**config.mk**
```make
export PLATFORM = sky130hd
export DESIGN_NAME = pilot_insert_axis_param
export DESIGN_NICKNAME = d
export VERILOG_FILES = /design/src/rtl/pilot_insert_pkg.sv /design/src/rtl/axis_skid_buf.sv /design/src/rtl/pilot_insert_axis_param.sv
export SDC_FILE = /design/constraint.sdc
export NUM_CORES = 1
export LEC_CHECK = 0
export BUFFER_PORTS_ARGS = -buffer_cell sky130_fd_sc_hd__buf_2
export CAP_MARGIN = 20
export CORE_AREA = 10 10 123 125
export DETAILED_ROUTE_END_ITERATION = 8
export DIE_AREA = 0 0 133 135
export PLACE_DENSITY_LB_ADDON = 0.05
export SETUP_SLACK_MARGIN = 0.3
export SYNTH_ARGS = -nofsm -noshare
export SYNTH_HDL_FRONTEND = slang
export SYNTH_SLANG_ARGS = --single-unit
```
**constraint.sdc**
```tcl
create_clock -name clk -period 2.4 [get_ports clk]
set_input_delay 0.12 -clock clk [delete_from_list [all_inputs] [get_ports clk]]
set_output_delay 0.12 -clock clk [all_outputs]
set_load 0.02 [all_outputs]
```
**src/rtl/pilot_insert_pkg.sv**
```systemverilog
// Shared definitions for the OFDM pilot/null inserter: subcarrier map,
// pilot base signs, polarity scrambler taps and the inserter FSM encoding.
// Pure definitions; no logic, no latency, no flow control.
package pilot_insert_pkg;

    localparam int NFFT   = 64;  // subcarriers per OFDM symbol
    localparam int N_DATA = 48;  // data subcarriers per symbol

    // Polarity scrambler x^7 + x^4 + 1: feedback is s[6] ^ s[3]
    localparam int POL_TAP_HI = 6;
    localparam int POL_TAP_LO = 3;

    typedef enum logic [1:0] {
        SC_NULL,
        SC_DATA,
        SC_PILOT
    } sc_class_t;

    typedef enum logic [1:0] {
        ST_IDLE,
        ST_NULL,
        ST_DATA,
        ST_PILOT
    } fsm_state_t;

    // Subcarrier class in IFFT natural order: DC and guard band are null
    function automatic sc_class_t sc_class(input logic [5:0] idx);
        sc_class_t c;
        if (idx == 6'd0 || (idx >= 6'd27 && idx <= 6'd37)) begin
            c = SC_NULL;
        end else if (idx == 6'd7 || idx == 6'd21 || idx == 6'd43 || idx == 6'd57) begin
            c = SC_PILOT;
        end else begin
            c = SC_DATA;
        end
        return c;
    endfunction

    // Pilot at subcarrier 21 carries a negative base value; the others positive
    function automatic logic pilot_base_neg(input logic [5:0] idx);
        return (idx == 6'd21);
    endfunction

    // FSM state that serves a given (non-zero) subcarrier index
    function automatic fsm_state_t class_state(input logic [5:0] idx);
        fsm_state_t s;
        case (sc_class(idx))
            SC_NULL:  s = ST_NULL;
            SC_PILOT: s = ST_PILOT;
            default:  s = ST_DATA;
        endcase
        return s;
    endfunction

endpackage

```
**src/rtl/axis_skid_buf.sv**
```systemverilog
// Two-entry registered-ready output stage carrying a W-bit payload.
// Latency: 1 cycle from i_in_vld & o_in_rdy to o_out_vld when empty.
// Backpressure: o_in_rdy is a flop output (no path from i_out_rdy); o_out_dat holds while stalled.
//
// Ports:
//   clk, rst              clock, synchronous active-high reset
//   i_in_vld / o_in_rdy   write side handshake, i_in_dat payload
//   o_out_vld / i_out_rdy read side handshake, o_out_dat payload
module axis_skid_buf #(
    parameter int W = 8
) (
    input  logic         clk,
    input  logic         rst,
    input  logic         i_in_vld,
    output logic         o_in_rdy,
    input  logic [W-1:0] i_in_dat,
    output logic         o_out_vld,
    input  logic         i_out_rdy,
    output logic [W-1:0] o_out_dat
);

    logic         r_main_vld;
    logic [W-1:0] r_main_dat;
    logic         r_skid_vld;
    logic [W-1:0] r_skid_dat;

    logic w_main_free;
    logic w_in_fire;

    // The main register can take a new word if it is empty or being drained now
    assign w_main_free = !r_main_vld || i_out_rdy;
    assign w_in_fire   = i_in_vld && !r_skid_vld;

    always_ff @(posedge clk) begin
        if (rst) begin
            r_main_vld <= 1'b0;
            r_main_dat <= '0;
            r_skid_vld <= 1'b0;
            r_skid_dat <= '0;
        end else if (w_main_free) begin
            if (r_skid_vld) begin
                // Input is blocked while the skid is full, so only the skid moves
                r_main_vld <= 1'b1;
                r_main_dat <= r_skid_dat;
                r_skid_vld <= 1'b0;
            end else begin
                r_main_vld <= w_in_fire;
                if (w_in_fire) begin
                    r_main_dat <= i_in_dat;
                end
            end
        end else if (w_in_fire) begin
            // Main is stalled: park the word accepted on the registered ready
            r_skid_vld <= 1'b1;
            r_skid_dat <= i_in_dat;
        end
    end

    assign o_in_rdy  = !r_skid_vld;
    assign o_out_vld = r_main_vld;
    assign o_out_dat = r_main_dat;

endmodule

```
**src/rtl/pilot_insert_axis_param.sv**
```systemverilog
// OFDM pilot/null inserter: 48 data samples in, 64 subcarriers out per symbol.
// Latency: 1 cycle from input handshake (or generated null/pilot) to m_axis_tvalid.
// Backpressure: registered-ready skid stage; s_axis_tready only in DATA with stage ready.
//
// Ports:
//   clk, rst                       clock, synchronous active-high reset
//   s_axis_t{valid,ready,data}     {Q,I} data samples from the mapper
//   s_axis_tlast                   last data sample of symbol (checked only)
//   s_axis_tuser                   first sample of frame, restarts pilot polarity
//   m_axis_t{valid,ready,data}     {Q,I} subcarriers in IFFT natural order
//   m_axis_tlast                   subcarrier 63
//   err_len                        one-cycle pulse on input tlast/count mismatch
module pilot_insert_axis_param
    import pilot_insert_pkg::*;
#(
    parameter int         DW        = 16,
    parameter int         PILOT_AMP = 2 ** (DW - 1) - 1,
    parameter bit         POL_EN    = 1'b1,
    parameter logic [6:0] POL_SEED  = 7'h7F
) (
    input  logic          clk,
    input  logic          rst,
    input  logic          s_axis_tvalid,
    output logic          s_axis_tready,
    input  logic [2*DW-1:0] s_axis_tdata,
    input  logic          s_axis_tlast,
    input  logic          s_axis_tuser,
    output logic          m_axis_tvalid,
    input  logic          m_axis_tready,
    output logic [2*DW-1:0] m_axis_tdata,
    output logic          m_axis_tlast,
    output logic          err_len
);

    localparam logic [DW-1:0] AMP_POS = DW'(PILOT_AMP);
    localparam logic [DW-1:0] AMP_NEG = DW'(-PILOT_AMP);

    fsm_state_t r_state;
    fsm_state_t w_state_nxt;

    logic [5:0] r_sc_idx;
    logic [5:0] r_dat_cnt;
    logic [6:0] r_lfsr;
    logic       r_pol_neg;
    logic       r_err_len;

    logic            w_stage_rdy;
    logic            w_wr;
    logic            w_sym_start;
    logic            w_dat_acc;
    logic            w_s_tready;
    logic [5:0]      w_sc_nxt;
    logic [2*DW-1:0] w_wr_dat;
    logic            w_last;
    logic [DW-1:0]   w_pilot_i;
    logic [6:0]      w_lfsr_cur;
    logic            w_pol_bit;
    logic [2*DW:0]   w_out_dat;

    // Frame start restarts the scrambler from the seed before this symbol's pilots.
    // r_lfsr always holds the state whose output applies to the next symbol, so
    // the first symbol after reset uses the seed without a preceding step.
    assign w_lfsr_cur = s_axis_tuser ? POL_SEED : r_lfsr;
    assign w_pol_bit  = w_lfsr_cur[POL_TAP_HI] ^ w_lfsr_cur[POL_TAP_LO];

    assign w_pilot_i = (pilot_base_neg(r_sc_idx) ^ (POL_EN & r_pol_neg)) ? AMP_NEG : AMP_POS;
    assign w_last    = (r_sc_idx == 6'(NFFT - 1));

    always_comb begin
        w_wr        = 1'b0;
        w_sym_start = 1'b0;
        w_dat_acc   = 1'b0;
        w_s_tready  = 1'b0;
        w_wr_dat    = '0;
        w_sc_nxt    = r_sc_idx + 6'd1;
        w_state_nxt = r_state;
        case (r_state)
            ST_IDLE: begin
                // Peek only: the sample itself is taken later in ST_DATA
                if (s_axis_tvalid && w_stage_rdy) begin
                    w_wr        = 1'b1;
                    w_sym_start = 1'b1;
                end
            end
            ST_NULL: begin
                w_wr = w_stage_rdy;
            end
            ST_PILOT: begin
                w_wr     = w_stage_rdy;
                w_wr_dat = {{DW{1'b0}}, w_pilot_i};
            end
            ST_DATA: begin
                w_s_tready = w_stage_rdy;
                if (s_axis_tvalid && w_stage_rdy) begin
                    w_wr      = 1'b1;
                    w_dat_acc = 1'b1;
                    w_wr_dat  = s_axis_tdata;
                end
            end
            default: begin
                w_state_nxt = ST_IDLE;
            end
        endcase
        if (w_wr) begin
            w_state_nxt = (w_sc_nxt == 6'd0) ? ST_IDLE : class_state(w_sc_nxt);
        end
    end

    always_ff @(posedge clk) begin
        if (rst) begin
            r_state <= ST_IDLE;
        end else begin
            r_state <= w_state_nxt;
        end
    end

    always_ff @(posedge clk) begin
        if (rst) begin
            r_sc_idx  <= '0;
            r_dat_cnt <= '0;
            r_lfsr    <= POL_SEED;
            r_pol_neg <= 1'b0;
            r_err_len <= 1'b0;
        end else begin
            r_err_len <= 1'b0;
            if (w_wr) begin
                r_sc_idx <= w_sc_nxt;
            end
            if (w_sym_start) begin
                r_lfsr    <= {w_lfsr_cur[5:0], w_pol_bit};
                r_pol_neg <= w_pol_bit;
                r_dat_cnt <= '0;
            end
            if (w_dat_acc) begin
                // Counting stays authoritative; a tlast mismatch is only flagged
                r_dat_cnt <= r_dat_cnt + 6'd1;
                r_err_len <= s_axis_tlast != (r_dat_cnt == 6'(N_DATA - 1));
            end
        end
    end

    axis_skid_buf #(
        .W(2 * DW + 1)
    ) u_out_stage (
        .clk      (clk),
        .rst      (rst),
        .i_in_vld (w_wr),
        .o_in_rdy (w_stage_rdy),
        .i_in_dat ({w_last, w_wr_dat}),
        .o_out_vld(m_axis_tvalid),
        .i_out_rdy(m_axis_tready),
        .o_out_dat(w_out_dat)
    );

    assign m_axis_tlast  = w_out_dat[2*DW];
    assign m_axis_tdata  = w_out_dat[2*DW-1:0];
    assign s_axis_tready = w_s_tready;
    assign err_len       = r_err_len;

endmodule

```
# After elaboration in Yosys (flattened, before gate mapping)
# Index checks and enable logic that the tools add are counted.
dict set report totals {
  reg_bits 91
  in_bits 38
  output_inout_bits 36
}
dict set report classes {
  add_sub_neg 2
  magnitude_cmp 2
  eq_ne 12
  muxes 19
  bitwise_logic 4
  reduce_logical 21
}
# op count
set op_table {}
lappend op_table {{2-to-1 mux 33 bit} 2}
lappend op_table {{case mux 32 bit (2 select lines)} 1}
lappend op_table {{2-to-1 mux 32 bit} 1}
lappend op_table {{equality test 6 bit (second input constant)} 4}
lappend op_table {{2-to-1 mux 16 bit} 1}
lappend op_table {{adder 6 x 1 -> 6 bit (second input constant)} 2}
lappend op_table {{equality test 6 x 5 -> 1 bit (second input constant)} 2}
lappend op_table {{2-to-1 mux 6 bit} 2}
lappend op_table {{2-to-1 mux 2 bit} 4}
lappend op_table {{OR reduction 2 bit} 4}
lappend op_table {{2-to-1 mux 7 bit} 1}
lappend op_table {{equality test 2 bit (second input constant)} 3}
lappend op_table {{equality test 6 x 3 -> 1 bit (second input constant)} 1}
lappend op_table {{greater-or-equal comparator 6 x 5 -> 1 bit (second input constant)} 1}
lappend op_table {{less-or-equal comparator 6 bit (second input constant)} 1}
lappend op_table {{zero test 6 bit} 1}
lappend op_table {{logical OR 1 bit} 5}
lappend op_table {{2-to-1 mux 1 bit} 5}
lappend op_table {{zero test 2 bit} 2}
lappend op_table {{case mux 2 bit (2 select lines)} 1}
lappend op_table {{AND reduction 2 bit} 2}
lappend op_table {{nonzero test 2 bit} 2}
lappend op_table {{logical AND 1 bit} 3}
lappend op_table {{equality test 2 x 1 -> 1 bit (second input constant)} 1}
lappend op_table {{5 further kinds} 8}

# Depth between registers and ports, before layout
# Gate-level depths: netlist (run 1).
dict set report logic_depth {
  depth_word 11
  depth_mapped 9
  ltp_nobuf 7
}

# Modules after synthesis
# A second synthesis (run 1) with hierarchy kept.
dict set report hier_totals {
  hier_cells 520
  area_unflattened_um2 4530.6
}
# mod n_inst cells_each area_per_inst_um2 seq_area_each_um2
set modules_own_cells {}
lappend modules_own_cells {axis_skid_buf 1 307 2914.0 1361.3}
lappend modules_own_cells {pilot_insert_axis_param 1 213 1616.6 460.4}

# Worst setup path after synthesis (run 1)
# Ideal clock, no wire load.
dict set report synth_timing {
  path_type {register -> register}
  startpoint {register r_sc_idx[1]}
  endpoint {register u_out_stage.r_main_dat[10], in the netlist u_out_stage.o_out_dat[10]}
  setup_time_ps 132
  arrival_time_ps 1722
  setup_slack_ps 545
  path_stages_with_launch 10
  path_buffers 2
  synth_period_minus_slack_ps 1855
  cell_sequence {dfxtp_1 > buf_2 > inv_1 > ha_1 > nand3_2 > or4_4 > nand4_4 > buf_6 > a21o_1 > a31oi_1}
}
dict set report synth_via {
  elab_chain_len 6
}
# element line_no
set synth_lines {}
lappend synth_lines {{start: declaration} pilot_insert_axis_param.sv:41} ;# logic [5:0] r_sc_idx;
lappend synth_lines {{start signal: assignment} pilot_insert_axis_param.sv:127} ;# r_sc_idx <= w_sc_nxt;
lappend synth_lines {{equality test 6 x 5 -> 1 bit} pilot_insert_pkg.sv:41} ;# return (idx == 6'd21);
lappend synth_lines {{XOR 1 bit} pilot_insert_axis_param.sv:66} ;# assign w_pilot_i = (pilot_base_neg(r_sc_idx) ^ (POL_EN & r_pol_neg)) ? AMP_NEG : AMP_POS;
lappend synth_lines {{2-to-1 mux 16 bit} pilot_insert_axis_param.sv:66}
lappend synth_lines {{case mux 32 bit (2 select lines)} pilot_insert_axis_param.sv:77} ;# case (r_state)
lappend synth_lines {{2-to-1 mux 33 bit} axis_skid_buf.sv:48} ;# if (w_in_fire) begin
lappend synth_lines {{2-to-1 mux 33 bit} axis_skid_buf.sv:41} ;# if (r_skid_vld) begin
lappend synth_lines {{end signal: assignment} axis_skid_buf.sv:44} ;# r_main_dat <= r_skid_dat;
lappend synth_lines {{end signal: assignment} axis_skid_buf.sv:49} ;# r_main_dat <= i_in_dat;
lappend synth_lines {{end: declaration} axis_skid_buf.sv:23} ;# logic [W-1:0] r_main_dat;
# Every way passes these cells. The select of a mux whose other input is x is not followed.
# A chain may end at the register's enable or synchronous reset.

# Worst setup path after layout (run 1)
dict set report layout_timing {
  startpoint {register r_state[0]}
  endpoint {register u_out_stage.r_main_dat[7], in the netlist u_out_stage.o_out_dat[7]}
}
dict set report layout_via {
  elab_chain_len 6
  elab_cells_between_ends 13
  cone_classes {eq/ne: 3; mux: 4; reduce/logical: 6}
}
# element line_no
set layout_lines {}
lappend layout_lines {{start: declaration} pilot_insert_axis_param.sv:38} ;# fsm_state_t r_state;
lappend layout_lines {{start signal: assignment} pilot_insert_axis_param.sv:113} ;# r_state <= w_state_nxt;
lappend layout_lines {{equality test 2 bit (tied with other cells)} pilot_insert_axis_param.sv:77}
lappend layout_lines {{OR reduction 2 bit (no source line)} -}
lappend layout_lines {{case mux 1 bit (2 select lines)} pilot_insert_axis_param.sv:77}
lappend layout_lines {{logical AND 1 bit} axis_skid_buf.sv:32} ;# assign w_in_fire = i_in_vld && !r_skid_vld;
lappend layout_lines {{nonzero test 2 bit (no source line)} -}
lappend layout_lines {{AND reduction 2 bit (no source line)} -}
# Parallel ways exist; a longest one is shown, timed or not. The select of a mux whose other input is x is not followed.

==> flow_summary.json, run 1 <==
{
  "synthArstFlopShare": 0,
  "clock_power_share": 0.401,
  "synth_largest_area_cell": "dfxtp_1",
  "cts_made_buffers": 9,
  "avgSynthCellArea_um2": 8.26,
  "final_layout_size_suffix_gt1_frac": 0.218,
  "synth_cell_type_count": 57,
  "ys_warn_count": 0,
  "syn-num-nets": 553,
  "htree_levels": 3,
  "drtIter0Drc": 218,
  "critPathLaunch": "r_state[0]",
  "gr-total-overflow": 0,
  "power_switching_share": 0.263,
  "setup_violations": 0,
  "syn_area_um2": 4210,
  "die_h_um": 135,
  "wire_per_inst_um": 16.8,
  "dieArea_um2": 18000,
  "vias_per_cell": 5.18,
  "ir_worst_vdd_uv": 266,
  "drv_slew": 0,
  "dp_hpwl_um": 7890,
  "clk_latency_ps": 350,
  "place.gp.congestion": 0.747,
  "powerDensity_nw_per_um2": 656,
  "portBuffers": 73,
  "slew_headroom": 0.564,
  "total_power_mw": 3.34,
  "stdcell_area_um2": 5080,
  "dr.pass1.iters": 4,
  "leakagePower_nw": 1.90,
  "synth.most_common_cell": "dfxtp_1",
  "grt_use_total": 0.135,
  "postRouteWirelength_um": 12400,
  "grt_max_degree": 49,
  "num_vias": 3836,
  "drc": 0,
  "initial_utilization": 0.335,
  "cpPeakStageDelay_ps": 520,
  "power_frac_comb": 0.121,
  "outcome": "finished, final reports clean",
  "clk_pin_slew_ps": 60,
  "antenna_found_initial": 0,
  "final_cells": 740,
  "cts_buffer_depth": 2,
  "cp-start-kind": "register",
  "synth_ff_type": "dfxtp_1",
  "pre_cts_ws_ps": 49.7,
  "cts-root-buf": "clkbuf_16",
  "power.share.sequential": 0.478,
  "cts_tree": "built",
  "grt_pass1_vias": 3894,
  "max_freq_mhz": 508,
  "cts.sinks": 91,
  "synth_top_area_frac": 0.433,
  "grt_pass1_wl_um": 20100,
  "hold_viol_final": 0,
  "crit_type": "register to register",
  "syn_to_final_growth_pct": 20.9,
  "die_w_um": 133,
  "arrival_ps": 2240,
  "final.setup.tns_ps": 0,
  "hold_class": "input port to register",
  "critPathCaptureType": "register",
  "final_antenna_net_count": 0,
  "fin_skew_ps": 10.7,
  "critPathRequiredTime_ps": 2670,
  "yosys-top-cells-count": "dfxtp_1, nand2_1, nor2_1, nand3_1, nor3_1",
  "fin_ws_ps": 430,
  "crit_path_top_delay_cell": "a21oi_4",
  "io_pins": 74,
  "period_share": 0.821,
  "timing.hold.ws_ps": 35.3,
  "coreArea_um2": 12600,
  "diodes": 0,
  "worstPathMaxFanout": 20,
  "synth_area_leaders": "dfxtp_1, nand2_1, nor2_1",
  "synthCells": 509,
  "place_area_um2": 4750,
  "ys_seq_area_frac": 0.433,
  "r2r_start": "r_state[0]",
  "fp-row-count": 41,
  "period_minus_slack_ps": 1970,
  "worstPathCellList": "nor3_1, a21oi_4, nand2b_1, buf_4, a21o_1, a31oi_1",
  "post-route-util": 0.404,
  "tightest_slew_ps": 652,
  "synth_edf_count": 0,
  "worstHoldStart": "s_axis_tdata[27]",
  "synth-seq-cells": 91,
  "nets": 609,
  "maxCapViolations": 0,
  "power.internal_mw": 2.46,
  "power_switching_uw": 878,
  "placed_cells": 724,
  "rsz0062_at_grt": "yes"
}
==> state kept, by name, indices dropped and copies added (netlist names), 2 cells and up <==
register	flops
u_out_stage.o_out_dat	33
u_out_stage.r_skid_dat	33
r_lfsr	7
r_dat_cnt	6
r_sc_idx	6
r_state	2
==> cell families after synthesis <==
family                     count (synthesis)  share of synthesized area
and+or+nand+nor                          218                      0.242
AOI/OAI and AO/OA                        133                      0.231
DFF                                       91                      0.433
buffers and inverters                     52                     0.0574
xor gates and xnor gates                   8                     0.0167
adders and majority gates                  6                     0.0178
muxes                                      1                    0.00268
==> placed cells by master, fill, tap and decap left out, types with 4 or more instances in the layout <==
cell	netlist	final
nor3_1	30	30
a211oi_1	4	4
o21ai_0	7	7
clkbuf_16	0	9
a31oi_1	16	16
nand3b_1	4	4
nand2_1	65	65
nand3_1	37	37
nor2b_1	4	4
ha_1	6	5
o21bai_1	7	7
a21o_1	18	18
a221oi_1	16	16
a21oi_1	27	26
xor2_1	4	4
xnor2_1	4	4
buf_2	24	73
a311oi_1	15	15
dfxtp_1	91	89
buf_4	2	17
nor2_1	58	57
==> layer usage <==
metal / GRT usage / wire length (um) / up-vias
li1: - / - / 1946
met1: 0.181 / 6070 / 1782
met2: 0.206 / 5510 / 96
met3: 0.0319 / 682 / 12
met4: 0.0477 / 169 / 0
met5: 0 / 0 / -
==> critical path, delay by kind of cell, from the launching register on <==
kind | cells | cell delay, ps
AOI/OAI and AO/OA | 3 | 830
and+or+nand+nor | 2 | 460
DFF | 1 | 330
buffers and inverters | 1 | 280
==> final timing paths <==
path	endpoint	slack, ps	cells after the start
min reg2reg	u_out_stage.r_skid_dat[27]	450	2
min	u_out_stage.r_skid_dat[27]	40	3
max	u_out_stage.o_out_dat[7]	430	6
max reg2reg	u_out_stage.o_out_dat[7]	430	6
==> repair_timing <==
action                     4_1_cts  5_1_grt
buffers inserted                 0        1
setup endpoints to repair       16       31
gates resized for setup          2        4
pin swaps                        1        1
gates cloned                     0        1
hold buffers                     0        0
==> area by class of cell <==
cell class,instances,area [um2]
timing repair buffer,93,553
clock inverter,3,23.8
fill,1305,7480
tap,172,215
multi-input combinational,367,2200
inverter,3,11.3
sequential,91,1820
clock buffer,11,253
==> power by group through the flow <==
stage	Clock (mW)	Sequential [mW]	Combinational [mW]
finish	1.34	1.60	0.403
global route	1.45	1.60	0.448
CTS	1.39	1.59	0.406
detailed placement	0	1.63	0.403
global placement	0	1.63	0.401
floorplan	0	1.65	0.218
Note: power is estimated with default switching activity, not from simulation.
==> inputs of run 2 (changes only) <==
==> constraint.sdc (replaced) <==
create_clock -name clk -period 1.8 [get_ports clk]
set_input_delay 0.09 -clock clk [delete_from_list [all_inputs] [get_ports clk]]
set_output_delay 0.09 -clock clk [all_outputs]
set_load 0.02 [all_outputs]
==> run 2 against run 1 <==
Net effect:
- register-to-register slack worse by 320 ps
- non-clock buffer count rose by 34
- hold slack got worse by 21 ps
- largest cell class unchanged
- first-iteration DRC count grew 40%
- highest routed layer unchanged
- die area stayed put
==> flow_summary.json, run 2 (same netlist as run 1, synthesis figures left out) <==
{
  "cts-root-buf": "clkbuf_16",
  "die_w_um": 133,
  "ir_worst_vdd_uv": 390,
  "fin_ws_ps": 113,
  "grt_pass1_vias": 3779,
  "power_frac_comb": 0.144,
  "dieArea_um2": 18000,
  "dp_hpwl_um": 8170,
  "htree_levels": 3,
  "grt_max_degree": 46,
  "hold_class": "input port to register",
  "critPathLaunch": "r_sc_idx[1]",
  "final_cell_mix": "dfxtp_1, buf_2, nand2_1, nor2_1",
  "leakagePower_nw": 2.17,
  "grt_use_total": 0.133,
  "coreArea_um2": 12600,
  "place.gp.congestion": 0.771,
  "rrSetupSlack_ps": 110,
  "cts_buffer_depth": 2,
  "fp-row-count": 41,
  "setup_violations": 0,
  "pre_cts_ws_ps": 53.6,
  "tightest_slew_ps": 580,
  "antenna_found_initial": 0,
  "max_freq_mhz": 593,
  "io_pins": 74,
  "critPathRequiredTime_ps": 2010,
  "gr-total-overflow": 0,
  "grt_pass1_wl_um": 19800,
  "power_switching_share": 0.259,
  "cts_made_buffers": 9,
  "vias_per_cell": 5.23,
  "crit_type": "register to register",
  "power.share.sequential": 0.464,
  "period_share": 0.937,
  "layout_commonest_cell": "dfxtp_1",
  "postRouteWirelength_um": 12800,
  "cp-start-kind": "register",
  "power.internal_mw": 3.39,
  "fin_skew_ps": 9.50,
  "power_switching_mw": 1.18,
  "clk_latency_ps": 340,
  "worstPathMaxFanout": 14,
  "maxCapViolations": 0,
  "clock_power_share": 0.392,
  "cts_tree": "built",
  "r2r_start": "r_sc_idx[1]",
  "die_h_um": 135,
  "drv_slew": 0,
  "crit_end": "u_out_stage.o_out_dat[13]",
  "r2r-end": "u_out_stage.o_out_dat[13]",
  "slew_headroom": 0.614,
  "dr.pass1.iters": 4,
  "num_vias": 4039,
  "cts.sinks": 91,
  "r2r_cells": 8,
  "powerDensity_nw_per_um2": 815,
  "critPathCaptureType": "register",
  "diodes": 0,
  "initial_utilization": 0.335,
  "period_minus_slack_ps": 1690,
  "portBuffers": 73,
  "final_antenna_net_count": 0,
  "nets": 642,
  "rsz0062_at_grt": "yes",
  "final.setup.tns_ps": 0,
  "syn_to_final_growth_pct": 33.5,
  "drc": 0,
  "arrival_ps": 1900,
  "wire_per_inst_um": 16.6,
  "clk_pin_slew_ps": 60,
  "outcome": "finished, final reports clean",
  "drtIter0Drc": 305,
  "hold_viol_final": 0,
  "final_layout_size_suffix_gt1_frac": 0.300
}
run 2: cell types whose count changed in the layout (fill, tap and decap cells not counted), moves of 4 or more:
cell / previous run / this run
a221oi_1: 16 / 9
a221oi_2: 0 / 7
buf_12: 3 / 7
buf_4: 17 / 37
clkbuf_16: 9 / 13
dfxtp_1: 89 / 82
dfxtp_4: 0 / 5
o21ai_0: 7 / 3
run 2: through the flow:
| step | hold WS (ps) | std cells | area, um2 | utilization | power (mW) |
|---|---|---|---|---|---|
| floorplan | 237 | 509 | 4240 | - | 2.50 |
| global placement | 354 | 745 | 4980 | 0.396 | 2.74 |
| detailed placement | 365 | 745 | 4980 | 0.396 | 2.75 |
| CTS | 0.727 | 762 | 5330 | 0.424 | 4.58 |
| global route | 18.7 | 772 | 5620 | 0.447 | 4.80 |
| finish | 14.3 | 772 | 5620 | 0.447 | 4.58 |
run 2: power groups by stage:
stage | Sequential, mW | Combinational, mW | Clock, mW
3_3_place_gp | 2.17 | 0.578 | 0
4_1_cts | 2.12 | 0.594 | 1.86
6_report | 2.12 | 0.657 | 1.80
2_1_floorplan | 2.21 | 0.296 | 0
3_5_place_dp | 2.17 | 0.579 | 0
5_1_grt | 2.13 | 0.718 | 1.95
run 2: how the worst min path moves through the flow:
stage	slack [ps]	startpoint	depth (start not counted)	to
6_report	10	s_axis_tdata[26]	3	u_out_stage.r_skid_dat[26]
5_1_grt	20	s_axis_tdata[26]	3	u_out_stage.r_skid_dat[26]
4_1_cts	0.7	s_axis_tdata[30]	3	u_out_stage.r_skid_dat[30]
3_5_place_dp	360	s_axis_tdata[21]	3	u_out_stage.r_skid_dat[21]
3_3_place_gp	350	s_axis_tdata[21]	3	u_out_stage.r_skid_dat[21]
2_1_floorplan	240	s_axis_tdata[16]	2	u_out_stage.r_skid_dat[16]
run 2: what timing repair did:
| action | in CTS | in global routing |
|---|---|---|
| resized for setup | 15 | 35 |
| cloned | 0 | 3 |
| hold buffers | 3 | 0 |
| hold endpoints to repair | 3 | 0 |
| setup endpoints to repair | 77 | 54 |
| buffers inserted | 1 | 7 |
| pin swaps | 3 | 8 |
run 2: layout make-up:
type | instances | area (um2)
Tap cell | 172 | 215
Inverter | 3 | 13.8
Multi-Input combinational cell | 366 | 2330
Clock buffer | 12 | 268
Timing Repair Buffer | 127 | 937
Clock inverter | 1 | 8.76
Sequential cell | 91 | 1850
Fill cell | 1301 | 6950
run 2: layer usage:
| metal | share of wire | routed length (um) | vias up | track usage |
|---|---|---|---|---|
| met5 | 0 | 0 | - | 0 |
| met4 | 0.012 | 153 | 0 | 0.0495 |
| met3 | 0.045 | 583 | 10 | 0.0338 |
| met2 | 0.46 | 5900 | 90 | 0.201 |
| met1 | 0.48 | 6180 | 1929 | 0.179 |
| li1 | - | - | 2010 | - |
run 2: worst max-delay path: stages (launching register included):
cell and delay [ps]:
dfxtp_4 370, inv_4 60, ha_4 130, nand3_4 80, or4_4 450, nand4_4 120, buf_12 150, a21o_1 110
a31oi_1 80
